`src/rtl/cshm_fir_pkg.sv`:
```
// cshm_fir_pkg: shared widths, drain length and controller state encoding for the CSHM FIR controller.
package cshm_fir_pkg;
  localparam int XW = 8;
  localparam int CW = 9;
  localparam int YW = 16;
  localparam int NTAPS = 4;
  localparam int DRAIN_CYCLES = NTAPS - 1;
  typedef enum logic [1:0] {RUN, DRAIN, SWAP} state_t;
endpackage

```
`src/rtl/cshm_coef_bank.sv`:
```
// cshm_coef_bank: host-written shadow coefficient bank copied into the active bank on a swap strobe.
module cshm_coef_bank
  import cshm_fir_pkg::*;
(
  input  logic                      clk,
  input  logic                      reset,
  input  logic                      wr,
  input  logic [1:0]                addr,
  input  logic [CW-1:0]             data,
  input  logic                      swap,
  output logic [NTAPS-1:0][CW-1:0]  active
);
  logic [NTAPS-1:0][CW-1:0] shadow;
  always_ff @(posedge clk or posedge reset) begin
    if (reset) begin
      shadow <= '0;
      active <= '0;
    end else begin
      if (wr) shadow[addr] <= data;
      if (swap) active <= shadow;
    end
  end
endmodule

```
`src/rtl/cshm_fir_ctrl.sv`:
```
// cshm_fir_ctrl: sample stream, coefficient commit and output tagging for the 4-tap CSHM FIR.
// CSHM_FIR_OVF_STICKY_EN makes ovf_flag sticky until ovf_clr.
module cshm_fir_ctrl
  import cshm_fir_pkg::*;
(
  input  logic          clk,
  input  logic          reset,
  input  logic          in_valid,
  output logic          in_ready,
  input  logic [XW-1:0] in_x,
  input  logic          cfg_wr,
  input  logic [1:0]    cfg_addr,
  input  logic [CW-1:0] cfg_data,
  input  logic          cfg_commit,
  output logic          cfg_busy,
  output logic [XW-1:0] fir_x,
  output logic [CW-1:0] fir_c0,
  output logic [CW-1:0] fir_c1,
  output logic [CW-1:0] fir_c2,
  output logic [CW-1:0] fir_c3,
  input  logic [YW-1:0] fir_y,
  input  logic          fir_ovf,
  output logic          out_valid,
  output logic [YW-1:0] out_y,
  output logic          ovf_flag,
  input  logic          ovf_clr
);
  state_t state, state_n;
  logic [1:0] cnt, cnt_n;
  logic vld_d, accept;
  logic [NTAPS-1:0][CW-1:0] coef;
  assign in_ready = state == RUN;
  assign cfg_busy = ~in_ready;
  assign accept = in_valid & in_ready;
  assign out_y = fir_y;
  assign {fir_c3, fir_c2, fir_c1, fir_c0} = coef;
  always_comb begin
    state_n = state;
    cnt_n = cnt;
    case (state)
      RUN: begin
        state_n = cfg_commit ? DRAIN : RUN;
        cnt_n = 2'(DRAIN_CYCLES - 1);
      end
      DRAIN: begin
        state_n = cnt == 2'd0 ? SWAP : DRAIN;
        cnt_n = cnt == 2'd0 ? cnt : cnt - 2'd1;
      end
      default: state_n = RUN;
    endcase
  end
  always_ff @(posedge clk or posedge reset) begin
    if (reset) begin
      state <= RUN;
      cnt <= '0;
      fir_x <= '0;
      vld_d <= 1'b0;
      out_valid <= 1'b0;
    end else begin
      state <= state_n;
      cnt <= cnt_n;
      fir_x <= accept ? in_x : '0;
      vld_d <= accept;
      out_valid <= vld_d;
    end
  end
  // shadow writes only land while the stream is running
  cshm_coef_bank u_bank (
    .clk    (clk),
    .reset  (reset),
    .wr     (cfg_wr & in_ready),
    .addr   (cfg_addr),
    .data   (cfg_data),
    .swap   (state == SWAP),
    .active (coef)
  );
`ifdef CSHM_FIR_OVF_STICKY_EN
  always_ff @(posedge clk or posedge reset) begin
    if (reset) ovf_flag <= 1'b0;
    else ovf_flag <= (fir_ovf & out_valid) | (ovf_flag & ~ovf_clr);
  end
`else
  logic unused_ovf_clr;
  assign unused_ovf_clr = ovf_clr;
  assign ovf_flag = fir_ovf & out_valid;
`endif
endmodule

```
`config.mk`:
```
export PLATFORM = sky130hd
export DESIGN_NAME = cshm_fir_ctrl
export DESIGN_NICKNAME = d
export VERILOG_FILES = /design/src/rtl/cshm_fir_pkg.sv /design/src/rtl/cshm_coef_bank.sv /design/src/rtl/cshm_fir_ctrl.sv
export SDC_FILE = /design/constraint.sdc
export NUM_CORES = 1
export LEC_CHECK = 0
export CAP_MARGIN = 20
export CORE_ASPECT_RATIO = 1.75
export CORE_MARGIN = 4
export CORE_UTILIZATION = 50
export DETAILED_ROUTE_END_ITERATION = 7
export PLACE_DENSITY = 0.85
export SKIP_CTS_REPAIR_TIMING = 1
export SYNTH_ARGS = -nofsm -noshare
export SYNTH_HDL_FRONTEND = slang
export SYNTH_SLANG_ARGS = --single-unit
export TNS_END_PERCENT = 5
```
`constraint.sdc`:
```
create_clock -name clk -period 4.55 [get_ports clk]
set_clock_uncertainty 0.1 [all_clocks]
set_input_delay 0.91 -clock clk [delete_from_list [all_inputs] [get_ports clk]]
set_output_delay 0.91 -clock clk [all_outputs]
set_load 0.01 [all_outputs]
```
==> key figures, run 1 <==
Routing
  • Via-to-Cell Ratio: 5.15
  • Final routed wirelength across all metal layers: 6.22 mm
  • Starting DRT DRC Count: 80
  • Average wire per standard cell: 17.4 um
  • DRC violations left: 0
  • Total iterations of the first detailed-routing run: 4
  • Total routed wire length on the met1 layer: 2.38 mm
  • Highest Signal Layer: met4
  • Total via count after detailed routing: 1845
  • Length of routed met2 wiring: 3.41 mm
  • Antenna Violating Nets Remaining: 0
  • Met3 wire len: 280 um

Placement
  • Post-DP HPWL: 4.24 mm
  • RD Place Congestion: 0.724
  • Count of buffers inserted at the top-level ports: 72

Clock tree
  • Total clock buffers created by CTS: 9
  • Largest buffer count on any clock path: 2
  • Clock Pin Slew Worst Setup and Hold Paths: 0.06 ns
  • Source-to-sink clock delay at the later pin of the worst-skew pair: 0.34 ns
  • Clock root buffer: sky130_fd_sc_hd__clkbuf_16
  • TritonCTS clock tree: yes
  • H-tree depth reported by CTS: 3
  • # clock sinks: 86

Setup path
  • Required time at the worst-slack endpoint: 3.54 ns
  • Data arrival time of the worst path: 1.99 ns
  • Reg-to-reg setup timing slack: 2.49 ns
  • Crit Path Category: in2out
  • Critical path startpoint category: input port
  • CP Max Fanout: 1
  • Kind of end point of the critical path: primary output

Logic synthesis
  • Post-synthesis net count: 253
  • Biggest area consumer among synthesized cells: sky130_fd_sc_hd__dfrtp_1
  • Fraction of post-synthesis cell area in the top cell type by area: 0.628
  • Number of enable-type register cells in the synthesized netlist: 0
  • Synthesized instance count: 210
  • Flip-flop and latch count after synthesis: 86
  • Main flop type after synthesis: sky130_fd_sc_hd__dfrtp_1
  • List of most frequent post-synthesis cells: sky130_fd_sc_hd__dfrtp_1 (86), sky130_fd_sc_hd__mux2_2 (54), sky130_fd_sc_hd__mux2_4 (18)
  • Share of synthesized registers carrying an async set or reset: 1.00
  • Post-Syn Area: 3430 um^2
  • Mean instance size in the synthesized netlist: 16.3 um^2
  • Number of distinct library cells after synthesis: 22
  • Biggest area contributors in the synthesized netlist: sky130_fd_sc_hd__dfrtp_1 (63%), sky130_fd_sc_hd__mux2_2 (18%), sky130_fd_sc_hd__mux2_4 (7.9%), sky130_fd_sc_hd__buf_4 (3.5%), sky130_fd_sc_hd__buf_6 (2.0%)
  • Register area share after synthesis: 0.628
  • Most frequently used cell type in the post-synthesis netlist: sky130_fd_sc_hd__dfrtp_1
  • Yosys synthesis warning count: 0

Die
  • Area of the die: 8300 um^2
  • Chip Width: 70.6 um
  • Count of boundary I/O pins: 106
  • DIE HEIGHT: 118 um
  • Core Box Area: 6590 um^2
  • FP Rows: 39
  • Initial cell density of the core: 0.521

Outcome
  • Run status: complete, no violations

STA
  • Aggregate negative setup slack: 0 ns
  • Final hold viol count: 0
  • Fin Hold WS: 0.248 ns
  • Final period demand of the worst path: 3.00 ns
  • Final setup violating endpoints: 0
  • Period utilization: 0.660
  • Total count of max-transition violations in the final report: 0
  • Slew of the pin with the lowest slew margin: 0.944 ns
  • Max transition margin: 0.371
  • Fmax achieved: 0.333 GHz
  • RSZ-0062 raised after global routing: false

Layout
  • Area growth, synth to finish: 27.8%
  • NumNets Final: 315
  • Number of antenna diodes: 0
  • Sequential cell area: 2150 um^2
  • Share of final-layout standard cells stronger than drive strength 1: 0.326
  • Area used by multi-input combinational logic: 1070 um^2
  • Final-layout fill cell count: 489

Power and ir drop
  • Switching part of the total power: 0.263
  • Max rail drop VDD: 0.454 mV
  • Fraction of power consumed by combinational cells: 0.328
  • Leakage dissipation: 2.02 nW
  • Pint: 0.00217 W
  • Share of power burned in the clock network: 0.239
  • Sequential group share of total power: 0.433
  • Net switching power of the design: 0.000771 W
  • Power per Cell Area: 670 nW/um^2

Job
  • Max Cap Violations: 0

Hold path
  • Type of the most critical hold path: reg2reg

Global route
  • Remaining global-route overflow: 0
  • Total GRT Usage: 0.163
  • Number of global-route vias before repair: 1973
  • Largest net degree at the start of global routing: 63
  • Antenna violations before repair: 0
  • Global-route wire length before repair: 10.0 mm
==> path summary, 6_finish.rpt <==
check	startpoint	end	cells after the start
worst min register to register	vld_d	out_valid	0
max in group asynchronous	reset	u_bank.active[15]	4
worst min-delay path	vld_d	out_valid	0
worst max register to register	state[0]	u_bank.shadow[25]	3
worst max-delay path	fir_ovf	ovf_flag	3
min in group asynchronous	reset	u_bank.active[12]	2
==> sequential cells by signal (all words and copies together), names as in the netlist <==
| name | flops |
|---|---|
| u_bank.active | 36 |
| out_valid | 1 |
| fir_x | 8 |
| cnt | 2 |
| state | 2 |
| vld_d | 1 |
| u_bank.shadow | 36 |
==> layer usage <==
layer | vias up | track usage
met5 | - | 0
met4 | 0 | 0.104
met3 | 13 | 0.0376
met2 | 56 | 0.273
met1 | 940 | 0.182
li1 | 836 | -
==> critical path, cell delays in order <==
cell                              delay (ns)
sky130_fd_sc_hd__clkdlybuf4s50_1        0.45
sky130_fd_sc_hd__and2_1                 0.11
sky130_fd_sc_hd__clkdlybuf4s50_1        0.52
==> area by class of cell <==
class                           instances  area share
Sequential cell                        86       0.491
Multi-Input combinational cell         97       0.245
Timing Repair Buffer                   74       0.172
Clock buffer                           14      0.0580
Tap cell                               82      0.0234
Clock inverter                          1     0.00685
Inverter                                4     0.00371
==> power by group through the flow <==
stage                     Sequential [W]  Clock, W  Combinational [W]
after floorplan                  0.00131         0           0.000504
after global placement           0.00126         0           0.000946
after detailed placement         0.00129         0           0.000974
after CTS                        0.00128  0.000717           0.000979
after global routing             0.00131  0.000742            0.00104
final                            0.00127  0.000702           0.000963
==> per-stage QoR <==
stage | setup slack [ns] | total power, W | cell area (um^2) | utilization | std cells
final | 1.55 | 0.00294 | 4380 | 0.665 | 358
after global routing | 1.49 | 0.00309 | 4380 | 0.665 | 358
after CTS | 1.54 | 0.00297 | 4360 | 0.661 | 357
after detailed placement | 1.55 | 0.00226 | 4070 | 0.618 | 342
after global placement | 1.54 | 0.00221 | 4070 | 0.618 | 342
after floorplan | 1.32 | 0.00182 | 3430 | - | 210
==> cells by family after synthesis <==
| family | synth area share |
|---|---|
| AO/OA/AOI/OAI | 0.00730 |
| adder cells (fa/ha/maj) | 0.00365 |
| buffers and inverters | 0.0606 |
| flip-flops | 0.628 |
| multiplexers | 0.256 |
| AND/OR/NAND/NOR | 0.0449 |
==> cell usage in the layout (no fill, tap or decap), drive strengths merged <==
| cell | synthesis | layout |
|---|---|---|
| a21o | 1 | 1 |
| a21oi | 2 | 2 |
| and2 | 2 | 2 |
| and3 | 8 | 8 |
| and3b | 1 | 1 |
| and4b | 1 | 1 |
| and4bb | 1 | 1 |
| buf | 23 | 2 |
| bufinv | 0 | 1 |
| clkbuf | 0 | 14 |
| clkdlybuf4s50 | 0 | 72 |
| clkinv | 0 | 1 |
| dfrtp | 86 | 86 |
| ha | 1 | 1 |
| inv | 4 | 3 |
| mux2 | 72 | 72 |
| nand2b | 1 | 1 |
| nand4 | 1 | 1 |
| nand4b | 1 | 1 |
| nor2 | 3 | 3 |
| nor3b | 1 | 1 |
| o21a | 1 | 1 |
No activity file was read; power rests on OpenSTA's default activity.
==> run 2, diff against run 1 <==
Settings changed: CORE_UTILIZATION 50 to 42, PLACE_DENSITY 0.85 to 0.76.
Clock period 4.55 ns to 2.5 ns, I/O delays scaled along.
==> key figures, run 2 (synthesis results as in run 1) <==
Routing
  • Via-to-Cell Ratio: 5.01 (-2.7%)
  • Length of routed met2 wiring: 3.30 mm (-3.2%)
  • Total iterations of the first detailed-routing run: 2 (-2)
  • Total via count after detailed routing: 1850 (+0.27%)
  • Average wire per standard cell: 16.5 um (-4.8%)
  • Final routed wirelength across all metal layers: 6.11 mm (-1.9%)
  • Met3 wire len: 295 um (+5.4%)
  • Starting DRT DRC Count: 82 (+2.5%)
  • Antenna Violating Nets Remaining: 0 (unchanged)
  • Total routed wire length on the met1 layer: 2.35 mm (-0.93%)
  • DRC violations left: 0 (unchanged)
  • Highest Signal Layer: met4

Layout
  • Commonest non-fill, non-tap cell in the layout: sky130_fd_sc_hd__dfrtp_1
  • Number of antenna diodes: 0 (unchanged)
  • Final-layout fill cell count: 650 (+33%)
  • Commonest non-fill, non-tap cells in the layout: sky130_fd_sc_hd__dfrtp_1 (86), sky130_fd_sc_hd__clkdlybuf4s50_1 (72), sky130_fd_sc_hd__mux2_2 (54)
  • Area growth, synth to finish: 29.7%
  • Area used by multi-input combinational logic: 1070 um^2 (unchanged)
  • NumNets Final: 317 (+0.63%)
  • End-of-flow core utilization: 0.559 (-0.107)
  • Number of standard cells in the final layout excluding fillers: 369 (+3.1%)
  • Share of final-layout standard cells stronger than drive strength 1: 0.341 (+0.0144)
  • Top Registers: u_bank.active: 36 flops, u_bank.shadow: 36 flops, fir_x: 8 flops
  • Sequential cell area: 2150 um^2 (unchanged)

Hold path
  • Number of cells on the worst hold path: 0 (unchanged)
  • Type of the most critical hold path: reg2reg
  • Endpoint of the worst hold path: out_valid
  • Beginning of the worst hold path: vld_d

Power and ir drop
  • Net switching power of the design: 0.00141 W (+82%)
  • Sequential group share of total power: 0.424 (-0.009)
  • Max rail drop VDD: 0.553 mV (+22%)
  • Share of power burned in the clock network: 0.254 (+0.015)
  • Pint: 0.00406 W (+87%)
  • Power per Cell Area: 1230 nW/um^2 (+83%)
  • Fraction of power consumed by combinational cells: 0.322 (-0.006)
  • Switching part of the total power: 0.258 (-0.00488)
  • Leakage dissipation: 2.05 nW (+1.4%)

Global route
  • Global-route wire length before repair: 10.1 mm (+0.21%)
  • Number of global-route vias before repair: 1951 (-1.1%)
  • Largest net degree at the start of global routing: 87 (+38%)
  • Remaining global-route overflow: 0 (unchanged)
  • Total GRT Usage: 0.136 (-0.0263)
  • Antenna violations before repair: 0 (unchanged)

Die
  • Core Box Area: 7960 um^2 (+21%)
  • Count of boundary I/O pins: 106 (unchanged)
  • FP Rows: 43 (+10%)
  • Initial cell density of the core: 0.431 (-0.0899)
  • Chip Width: 76.3 um (+8.1%)
  • DIE HEIGHT: 128 um (+8.5%)
  • Area of the die: 9730 um^2 (+17%)

Setup path
  • Critical path startpoint category: register
  • Kind of end point of the critical path: primary output
  • CP Max Fanout: 15 (+14)
  • Reg-to-reg setup timing slack: 0.69 ns (-1.80 ns)
  • Data arrival time of the worst path: 1.66 ns (-0.33 ns)
  • Worst setup path startpoint: state[0]
  • Crit Path Category: reg2out
  • Start of the worst register-to-register path: state[0]
  • Required time at the worst-slack endpoint: 1.90 ns (-1.64 ns)
  • Logic depth of the worst register-to-register path: 3 (unchanged)
  • Endpoint of the worst-slack reg-to-reg timing path: u_bank.shadow[13]

Placement
  • Setup WS pre-CTS: 0.302 ns (-1.24 ns)
  • RD Place Congestion: 0.707 (-2.3%)
  • Count of buffers inserted at the top-level ports: 72 (unchanged)
  • Cells after DPL: 353 (+3.2%)
  • Post-DP HPWL: 4.18 mm (-1.4%)

Clock tree
  • TritonCTS clock tree: yes
  • Clock root buffer: sky130_fd_sc_hd__clkbuf_16
  • Source-to-sink clock delay at the later pin of the worst-skew pair: 0.33 ns (about the same)
  • Total clock buffers created by CTS: 9 (unchanged)
  • H-tree depth reported by CTS: 3 (unchanged)
  • Clock Pin Slew Worst Setup and Hold Paths: 0.06 ns (about the same)
  • # clock sinks: 86 (unchanged)
  • Largest buffer count on any clock path: 2 (unchanged)

STA
  • Fin Hold WS: 0.250 ns (+0.00207 ns)
  • Final WS setup: 0.236 ns (-1.31 ns)
  • Final period demand of the worst path: 2.26 ns
  • Period utilization: 0.906
  • Fmax achieved: 0.442 GHz
  • Max transition margin: 0.694 (+0.323)
  • Total count of max-transition violations in the final report: 0 (unchanged)
  • Aggregate negative setup slack: 0 ns (unchanged)
  • Final hold viol count: 0 (unchanged)
  • Slew of the pin with the lowest slew margin: 0.457 ns (-0.487 ns)
  • RSZ-0062 raised after global routing: false
  • Final setup violating endpoints: 0 (unchanged)

Job
  • Max Cap Violations: 0 (unchanged)

Outcome
  • Run status: complete, no violations
## run 2: cell types whose count changed in the layout (fill, tap and decap cells not counted)
cell                         change
sky130_fd_sc_hd__buf_12          +2
sky130_fd_sc_hd__buf_16          -1
sky130_fd_sc_hd__buf_4           +1
sky130_fd_sc_hd__bufinv_16       +1
sky130_fd_sc_hd__clkbuf_1        -2
sky130_fd_sc_hd__clkinv_2        +1
sky130_fd_sc_hd__clkinvlp_4      +1
## run 2: worst max path at each step
stage / endpoint / slack, ns
after floorplan: cnt[0] / 0.91
after CTS: in_ready / 0.21
after detailed placement: ovf_flag / 0.30
final: in_ready / 0.24
after global placement: ovf_flag / 0.31
after global routing: in_ready / 0.13
## run 2: per-layer routing
layer,vias up,global-route usage
met2,46,0.237
met5,-,0
li1,849,-
met3,15,0.0437
met1,940,0.148
met4,0,0.0715
## run 2: cell type report
class,instances,area share
flip-flops and latches,86,0.484
clock buffers,12,0.0554
repair buffers,76,0.174
clock inverters,4,0.0158
inverters,4,0.00422
multi-input cells,97,0.241
well taps,90,0.0253
## run 2: worst max-delay path, stage by stage, from the launching register on
cell and delay [ns]:
sky130_fd_sc_hd__dfrtp_1 0.44, sky130_fd_sc_hd__nor2_4 0.29, sky130_fd_sc_hd__clkdlybuf4s50_1 0.60
## run 2: power groups by stage
stage	clock, W	sequential, W	combinational [W]
after global placement	0	0.00232	0.00174
after detailed placement	0	0.00235	0.00179
after global routing	0.00150	0.00240	0.00189
after floorplan	0	0.00239	0.000917
after CTS	0.00143	0.00233	0.00179
final	0.00139	0.00232	0.00176
## run 2: through the flow
step                      area, um^2  total power, W
after detailed placement        4130         0.00413
after floorplan                 3430         0.00331
after CTS                       4450         0.00555
after global routing            4450         0.00578
final                           4450         0.00546
after global placement          4130         0.00405
